**src/rtl/rgb2gray_pkg.sv**
```systemverilog
// rgb2gray_pkg: luma coefficients, shift amount and the pipeline stage record.
// RGB2GRAY_ROUND_EN selects round-to-nearest (K=128) instead of truncation (K=0).
package rgb2gray_pkg;
    localparam int COEF_R = 77;
    localparam int COEF_G = 150;
    localparam int COEF_B = 29;
    localparam int SHIFT = 8;
    localparam int STAGE_DATA_W = 32;
`ifdef RGB2GRAY_ROUND_EN
    localparam int ROUND_K = 128;
`else
    localparam int ROUND_K = 0;
`endif
    // Data field is sized for the widest supported accumulator (DATA_W <= 23).
    typedef struct packed {
        logic                    valid;
        logic                    last;
        logic [STAGE_DATA_W-1:0] data;
    } stage_t;
endpackage

```
**src/rtl/rgb2gray_mac.sv**
```systemverilog
// rgb2gray_mac: stages S1 (three coefficient products) and S2 (rounded sum).
// Rounding constant comes from the package (RGB2GRAY_ROUND_EN).
module rgb2gray_mac
    import rgb2gray_pkg::*;
#(
    parameter int DATA_W = 8
) (
    input  logic              clk,
    input  logic              rst_n,
    input  logic              en,
    input  logic              clr,
    input  logic              in_valid,
    input  logic              in_last,
    input  logic [DATA_W-1:0] in_r,
    input  logic [DATA_W-1:0] in_g,
    input  logic [DATA_W-1:0] in_b,
    output stage_t            s2
);
    localparam int ACC_W = DATA_W + SHIFT;

    logic [ACC_W-1:0] p_r_q, p_g_q, p_b_q, p_r_d, p_g_d, p_b_d, sum;
    logic             s1_valid_q, s1_last_q, s1_valid_d, s1_last_d;
    stage_t           s2_q, s2_d;

    assign sum = p_r_q + p_g_q + p_b_q + ACC_W'(ROUND_K);
    assign s2 = s2_q;

    always_comb begin
        p_r_d = en ? ACC_W'(COEF_R) * ACC_W'(in_r) : p_r_q;
        p_g_d = en ? ACC_W'(COEF_G) * ACC_W'(in_g) : p_g_q;
        p_b_d = en ? ACC_W'(COEF_B) * ACC_W'(in_b) : p_b_q;
        s1_valid_d = clr ? 1'b0 : en ? in_valid : s1_valid_q;
        s1_last_d = en ? in_last : s1_last_q;
        s2_d = s2_q;
        if (en) begin
            s2_d.last = s1_last_q;
            s2_d.data = STAGE_DATA_W'(sum);
        end
        s2_d.valid = clr ? 1'b0 : en ? s1_valid_q : s2_q.valid;
    end

    always_ff @(posedge clk or negedge rst_n) begin
        if (!rst_n) begin
            p_r_q <= '0;
            p_g_q <= '0;
            p_b_q <= '0;
            s1_valid_q <= 1'b0;
            s1_last_q <= 1'b0;
            s2_q <= '0;
        end else begin
            p_r_q <= p_r_d;
            p_g_q <= p_g_d;
            p_b_q <= p_b_d;
            s1_valid_q <= s1_valid_d;
            s1_last_q <= s1_last_d;
            s2_q <= s2_d;
        end
    end
endmodule

```
**src/rtl/rgb2gray_pipe.sv**
```systemverilog
// rgb2gray_pipe: 3-stage RGB to luma pipeline with frame tagging and frame counter.
// Define RGB2GRAY_ROUND_EN for round-to-nearest luma; default truncates.
module rgb2gray_pipe
    import rgb2gray_pkg::*;
#(
    parameter int DATA_W = 8,
    parameter int FRAME_PIXELS = 250000,
    parameter int CNT_W = 16
) (
    input  logic              clk,
    input  logic              rst_n,
    input  logic              clr,
    input  logic              in_valid,
    output logic              in_ready,
    input  logic [DATA_W-1:0] in_r,
    input  logic [DATA_W-1:0] in_g,
    input  logic [DATA_W-1:0] in_b,
    output logic              out_valid,
    input  logic              out_ready,
    output logic [DATA_W-1:0] out_data,
    output logic              out_last,
    output logic [CNT_W-1:0]  frame_cnt
);
    localparam int ACC_W = DATA_W + SHIFT;
    localparam int IDX_W = $clog2(FRAME_PIXELS);
    localparam logic [IDX_W-1:0] IDX_LAST = IDX_W'(FRAME_PIXELS - 1);

    logic             en, in_fire, out_fire, idx_wrap, unused_bits;
    logic [IDX_W-1:0] idx_q, idx_d;
    logic [CNT_W-1:0] frame_cnt_q, frame_cnt_d;
    stage_t           s2, s3_q, s3_d;

    // Whole pipeline advances together; clr blocks acceptance and any output transfer.
    assign en = !s3_q.valid | out_ready;
    assign in_ready = en & !clr;
    assign in_fire = in_valid & in_ready;
    assign out_fire = s3_q.valid & out_ready & !clr;
    assign idx_wrap = idx_q == IDX_LAST;

    assign out_valid = s3_q.valid;
    assign out_last = s3_q.last;
    assign out_data = s3_q.data[DATA_W-1:0];
    assign frame_cnt = frame_cnt_q;
    assign unused_bits = ^{s2.data[STAGE_DATA_W-1:ACC_W], s2.data[SHIFT-1:0],
                           s3_q.data[STAGE_DATA_W-1:DATA_W]};

    rgb2gray_mac #(.DATA_W(DATA_W)) u_mac (
        .clk      (clk),
        .rst_n    (rst_n),
        .en       (en),
        .clr      (clr),
        .in_valid (in_fire),
        .in_last  (idx_wrap),
        .in_r     (in_r),
        .in_g     (in_g),
        .in_b     (in_b),
        .s2       (s2)
    );

    always_comb begin
        idx_d = clr ? '0 : !in_fire ? idx_q : idx_wrap ? '0 : idx_q + 1'b1;
        frame_cnt_d = clr ? '0 : frame_cnt_q + CNT_W'(out_fire & s3_q.last);
        s3_d = s3_q;
        if (en) begin
            s3_d.last = s2.last;
            s3_d.data = STAGE_DATA_W'(s2.data[ACC_W-1:SHIFT]);
        end
        s3_d.valid = clr ? 1'b0 : en ? s2.valid : s3_q.valid;
    end

    always_ff @(posedge clk or negedge rst_n) begin
        if (!rst_n) begin
            idx_q <= '0;
            frame_cnt_q <= '0;
            s3_q <= '0;
        end else begin
            idx_q <= idx_d;
            frame_cnt_q <= frame_cnt_d;
            s3_q <= s3_d;
        end
    end
endmodule

```
**config.mk**
```make
export PLATFORM = sky130hd
export DESIGN_NAME = rgb2gray_pipe
export DESIGN_NICKNAME = d
export VERILOG_FILES = /design/src/rtl/rgb2gray_pkg.sv /design/src/rtl/rgb2gray_mac.sv /design/src/rtl/rgb2gray_pipe.sv
export SDC_FILE = /design/constraint.sdc
export NUM_CORES = 1
export LEC_CHECK = 0
export BUFFER_PORTS_ARGS = -buffer_cell sky130_fd_sc_hd__buf_2
export CAP_MARGIN = 20
export CORE_AREA = 5 5 127 129
export DETAILED_ROUTE_END_ITERATION = 6
export DIE_AREA = 0 0 132 134
export GPL_ROUTABILITY_DRIVEN = 0
export PLACE_DENSITY_LB_ADDON = 0.25
export RECOVER_POWER = 25
export SYNTH_ARGS = -nofsm -noshare
export SYNTH_HDL_FRONTEND = slang
export SYNTH_SLANG_ARGS = --single-unit
```
**constraint.sdc**
```tcl
create_clock -name clk -period 2.9 [get_ports clk]
set_input_delay 0.435 -clock clk [delete_from_list [all_inputs] [get_ports clk]]
set_output_delay 0.435 -clock clk [all_outputs]
set_load 0.005 [all_outputs]
```
======== After elaboration in Yosys (flattened, before gate mapping) ========
Index checks and enable logic that the tools add are counted.
storage, ports and cells
  flip-flop bits (word level) ............. 107
  output and inout bits ................... 27
  bits of input ports ..................... 29
cells by class
  reduce and logical (&&, ||, !) cells .... 4
  bitwise logic cells ..................... 6
  add/subtract/negate cells ............... 4
  eq/ne operators ......................... 1
  mux-type cells .......................... 10
  multipliers ............................. 3
operators by type and width
  kind                   count
  $mux 18                3
  $mul 7x8->15 const A   2
  $add 18x1->18 const B  1
  $eq 18x18->1 const B   1
  $add 15x16->16         1
  $add 16x1->16          1
  $add 16x13->16         1
  $mux 16                1
  $mul 5x8->13 const A   1
  $mux 1                 6
  $and 1x1->1            5
  $reduce_bool 2->1      2
  $logic_not 1->1        2
  $or 1x1->1             1

======== Depth between registers and ports, before layout ========
  word-level depth ........................ 6
  mapped depth ............................ 13
  mapped depth without buffers ............ 13

======== Cells and area by module ========
From an unflattened synthesis, not the netlist that was laid out.
second synthesis, totals
  cells, all modules ...................... 828
  area, all modules ....................... 8329.2 um^2
modules (own cells, without submodules)
  module         times used  seq. area each (um^2)  area each (um^2)  cells an instance
  rgb2gray_mac   1           1576.5                 6163.4            590
  rgb2gray_pipe  1           1101.1                 2165.8            238

======== Worst setup path before layout ========
No wires, ideal clock.
  path kind ............................... in2reg
  start point ............................. input port in_r[4]
  end point ............................... register u_mac.p_r_q[12]
  path buffers ............................ 0
  data required time ...................... 2.763 ns
  arrival time ............................ 3.319 ns
  setup slack ............................. -0.556 ns
  cell stages on the path ................. 12
  setup time .............................. 0.137 ns
  cell sequence ........................... ha_1 ha_1 inv_1 fa_1 fa_1 inv_1 ha_1 a2111oi_0 a21oi_1 a41oi_1 xor2_1 a21oi_1
between the ends
  cells in the longest elaborated chain, start to end .. 1
RTL lines
  what                  line                 source
  start, declared       rgb2gray_pipe.sv:15  input logic [DATA_W-1:0] in_r,
  $mul 7x8->15          rgb2gray_mac.sv:29   p_r_d = en ? ACC_W'(COEF_R) * ACC_W'(in_r) : p_r_q;
  end signal, assigned  rgb2gray_mac.sv:51   p_r_q <= p_r_d;
  end, declared         rgb2gray_mac.sv:21   logic [ACC_W-1:0] p_r_q, p_g_q, p_b_q, p_r_d, p_g_d, p_b_d, sum;
Every way passes these cells.
A chain may end at the register's enable or synchronous reset.

======== Worst setup path after layout ========
Ends and elaborated chain as after synthesis.

==> reports/metrics.csv <==
stage,metric,value,unit
setup_path,cp_max_fo,4,
setup_path,worstSetupPathType,input pin to register,
timing,drv_slew,0,
clock_network,cts_tree,done,
die,rows,45,
layout,nets,1170,
power,power.switching,3.761,mW
layout,final_area,9976,um^2
clock_network,clockBufferDepth,2,
synth,syn_area,8001,um^2
detailed_routing,vias,6592,
synth,postSynthAreaPerCell,9.326,um^2
die,core,14920,um^2
synth,synth-edff-count,0,
timing,final.setup.worst_slack,-0.03031,ns
layout,diodes,0,
power,combPwrFrac,62.8,%
clock_network,clk_latency,0.35,ns
timing,rsz0062_at_grt,true,
timing,maxSlewHeadroom,13.77,%
layout,final_core_util,66.86,%
setup_path,rrSetupSlack,0.16,ns
power,intPower,4.991,mW
power,p_clk_share,14.1,%
timing,final-setup-viol-count,2,
synth,synth_top_area_share,30.96,%
detailed_routing,drc_errors,0,
synth,ys_ff_latch,99,
setup_path,arrival,3.14,ns
synth,muxShareOfSynthArea,1.658,%
synth,ys_warn_count,0,
global_route,grt_util_all_layers,20.24,%
setup_path,cp-start-kind,input pin,
power,power_switching_share,42.97,%
synth,async_reset_ff_share,100.0,%
layout,layout_commonest_cell,nand2_1,
synth,synth_top_family_by_area,adder cells,
synth,synth_largest_area_cell,dfrtp_1,
synth,ys_seq_area_share,30.96,%
die,die_y,134,um
run,cap_viol_max_count,0,
timing,worstMarginPinSlew,1.293,ns
timing,fmax,341.3,MHz
power,seqPwrFrac,23.1,%
clock_network,h-tree-depth,3,
setup_path,end_kind,register,
placement,dp_hpwl,13910,um
clock_network,cts.clk_slew.worst_paths,0.07,ns
synth,synthAdderAreaFrac,27.65,%
synth,synth_ff_type,dfrtp_1,
power,power_leakage,4.820,nW
clock_network,cts_buffers,9,
global_route,gr-total-overflow,0,
detailed_routing,antenna_left,0,
placement,place_ws,-0.4472,ns
clock_network,cts.sinks,99,
timing,finClkSkew,0.009430,ns
hold_path,holdCritPathClass,input pin to asynchronous set/reset pin,
timing,final_hold_viol_count,0,
synth,synth_simple_gate_area_share,16.43,%
timing,finalCritPeriodShare,101.0,%
placement,place_area,9374,um^2
detailed_routing,drt_first_iter_violations,430,
layout,fillers,1193,
synth,synth_cell_types,61,
die,dieArea,17690,um^2
layout,area_growth,24.68,%
global_route,antenna_found_initial,0,
detailed_routing,drt-total-wl,17620,um
global_route,grt_pass1_wl,30310,um
synth,synth-compound-area-share,14.32,%
die,ios,56,
setup_path,cp.required,3.11,ns
die,start_util,53.63,%
global_route,grt_max_degree,55,
clock_network,hold_buffers,0,
layout,mostFrequentLayoutCells,"107 x nand2_1, 99 x dfrtp_1, 94 x ha_1",
detailed_routing,dr.pass1.iters,4,
synth,syn_nets,1041,
clock_network,cts_root_buf,clkbuf_16,
layout,drive_above_1_share,24.29,%
synth,synth_xor_area_share,3.612,%
status,status,"complete, but fails checks",
power,ir_drop,0.7695,mV
detailed_routing,wl_per_cell,14.93,um
placement,portBuffers,55,
status,failed_checks,negative setup slack,
power,power_density,877.3,nW/um^2
synth,synth_area_leaders,"dfrtp_1 31%, ha_1 18%, fa_1 9.5%",
global_route,grt_pass1_vias,6495,
die,die-width,132,um
timing,post-route-min-period,2.930,ns
synth,netlist_instances,858,
detailed_routing,viasPerCell,5.586,
==> worst max-delay path, stage by stage <==
cell,delay (ns)
buf_8,0.11
ha_4,0.24
ha_4,0.26
inv_2,0.03
fa_1,0.45
fa_1,0.51
inv_2,0.04
ha_4,0.17
a2111oi_4,0.28
o21ai_2,0.11
a41oi_2,0.24
xor2_1,0.17
a21oi_1,0.09
==> area by class of cell <==
cell class | instances | area [um^2] | share of cell area, %
tap | 188 | 235.2 | 2.358
sequential | 99 | 2477 | 24.83
inverter | 78 | 296.5 | 2.973
clock buffer | 10 | 239.0 | 2.396
clock inverter | 6 | 72.57 | 0.7275
multi-input combinational | 652 | 5643 | 56.57
timing repair buffer | 147 | 1012 | 10.15
==> flip-flops by register name, summed over array words and instances, names as in the netlist <==
register          count
frame_cnt            16
idx_q                18
out_data              8
out_last              1
out_valid             1
u_mac.p_b_q          13
u_mac.p_g_q          15
u_mac.p_r_q          15
u_mac.s1_last_q       1
u_mac.s1_valid_q      1
u_mac.s2             10
==> cells by family (layout without fill, tap and decap cells) <==
kind of cell	after synthesis	in the layout
AND/OR/NAND/NOR	273	273
AO/OA/AOI/OAI	179	179
adder cells (fa/ha/maj)	154	154
buffers and inverters	107	241
flip-flops	99	99
XOR/XNOR	33	33
multiplexers	13	13
==> stage by stage <==
step	TNS, ns	cells	hold WS [ns]	power [mW]
after floorplan	-1.142	858	0.1394	5.717
after global routing	-0.5617	1180	0.4079	9.522
after CTS	-0.08391	1179	0.1139	8.516
after detailed placement	-7.253	1163	0.4498	7.171
after global placement	-6.086	1163	0.4468	7.060
final	-0.04851	1180	0.3012	8.752
==> final timing paths <==
| check | from | end | cells after the start |
|---|---|---|---|
| max reg2reg | u_mac.p_b_q[3] | u_mac.s2[15] | 9 |
| min in group clk | in_valid | u_mac.s1_valid_q | 3 |
| max in group asynchronous | rst_n | u_mac.p_r_q[10] | 2 |
| max | in_r[4] | u_mac.p_r_q[12] | 13 |
| min | rst_n | frame_cnt[11] | 1 |
| min reg2reg | out_data[3] | out_data[3] | 2 |
==> cells in the mapped netlist, types with 15 or more instances <==
library cell    n
xor2_1         15
o21ai_0        42
ha_1          116
dfrtp_1        99
fa_1           38
nand3_1        29
a21oi_1        59
inv_1          78
nand2_1       107
xnor2_1        18
a21o_1         15
nor2_1         49
==> power by group through the flow <==
stage	Clock, mW	Sequential [mW]	Combinational (mW)
CTS	1.25	2.02	5.24
global route	1.31	2.06	6.16
global placement	0	2.03	5.03
floorplan	0	1.96	3.75
finish	1.23	2.02	5.50
detailed placement	0	2.04	5.13
==> repair_timing <==
action / 4_1_cts / 5_1_grt
setup buffers: 0 / 1
pin swaps: 13 / 21
endpoints found under the setup margin: 9 / 17
resized for setup: 12 / 50
gates cloned: 0 / 0
==> metal layers <==
| metal | global-route usage, % | vias up | part of all wire [%] |
|---|---|---|---|
| met3 | 2.288 | 22 | 3.4 |
| met2 | 34.11 | 132 | 49 |
| met4 | 5.943 | 0 | 1.5 |
| li1 | - | 3264 | - |
| met5 | 0 | - | 0 |
| met1 | 27.66 | 3174 | 46 |
Note: power is estimated with default switching activity, not from simulation.
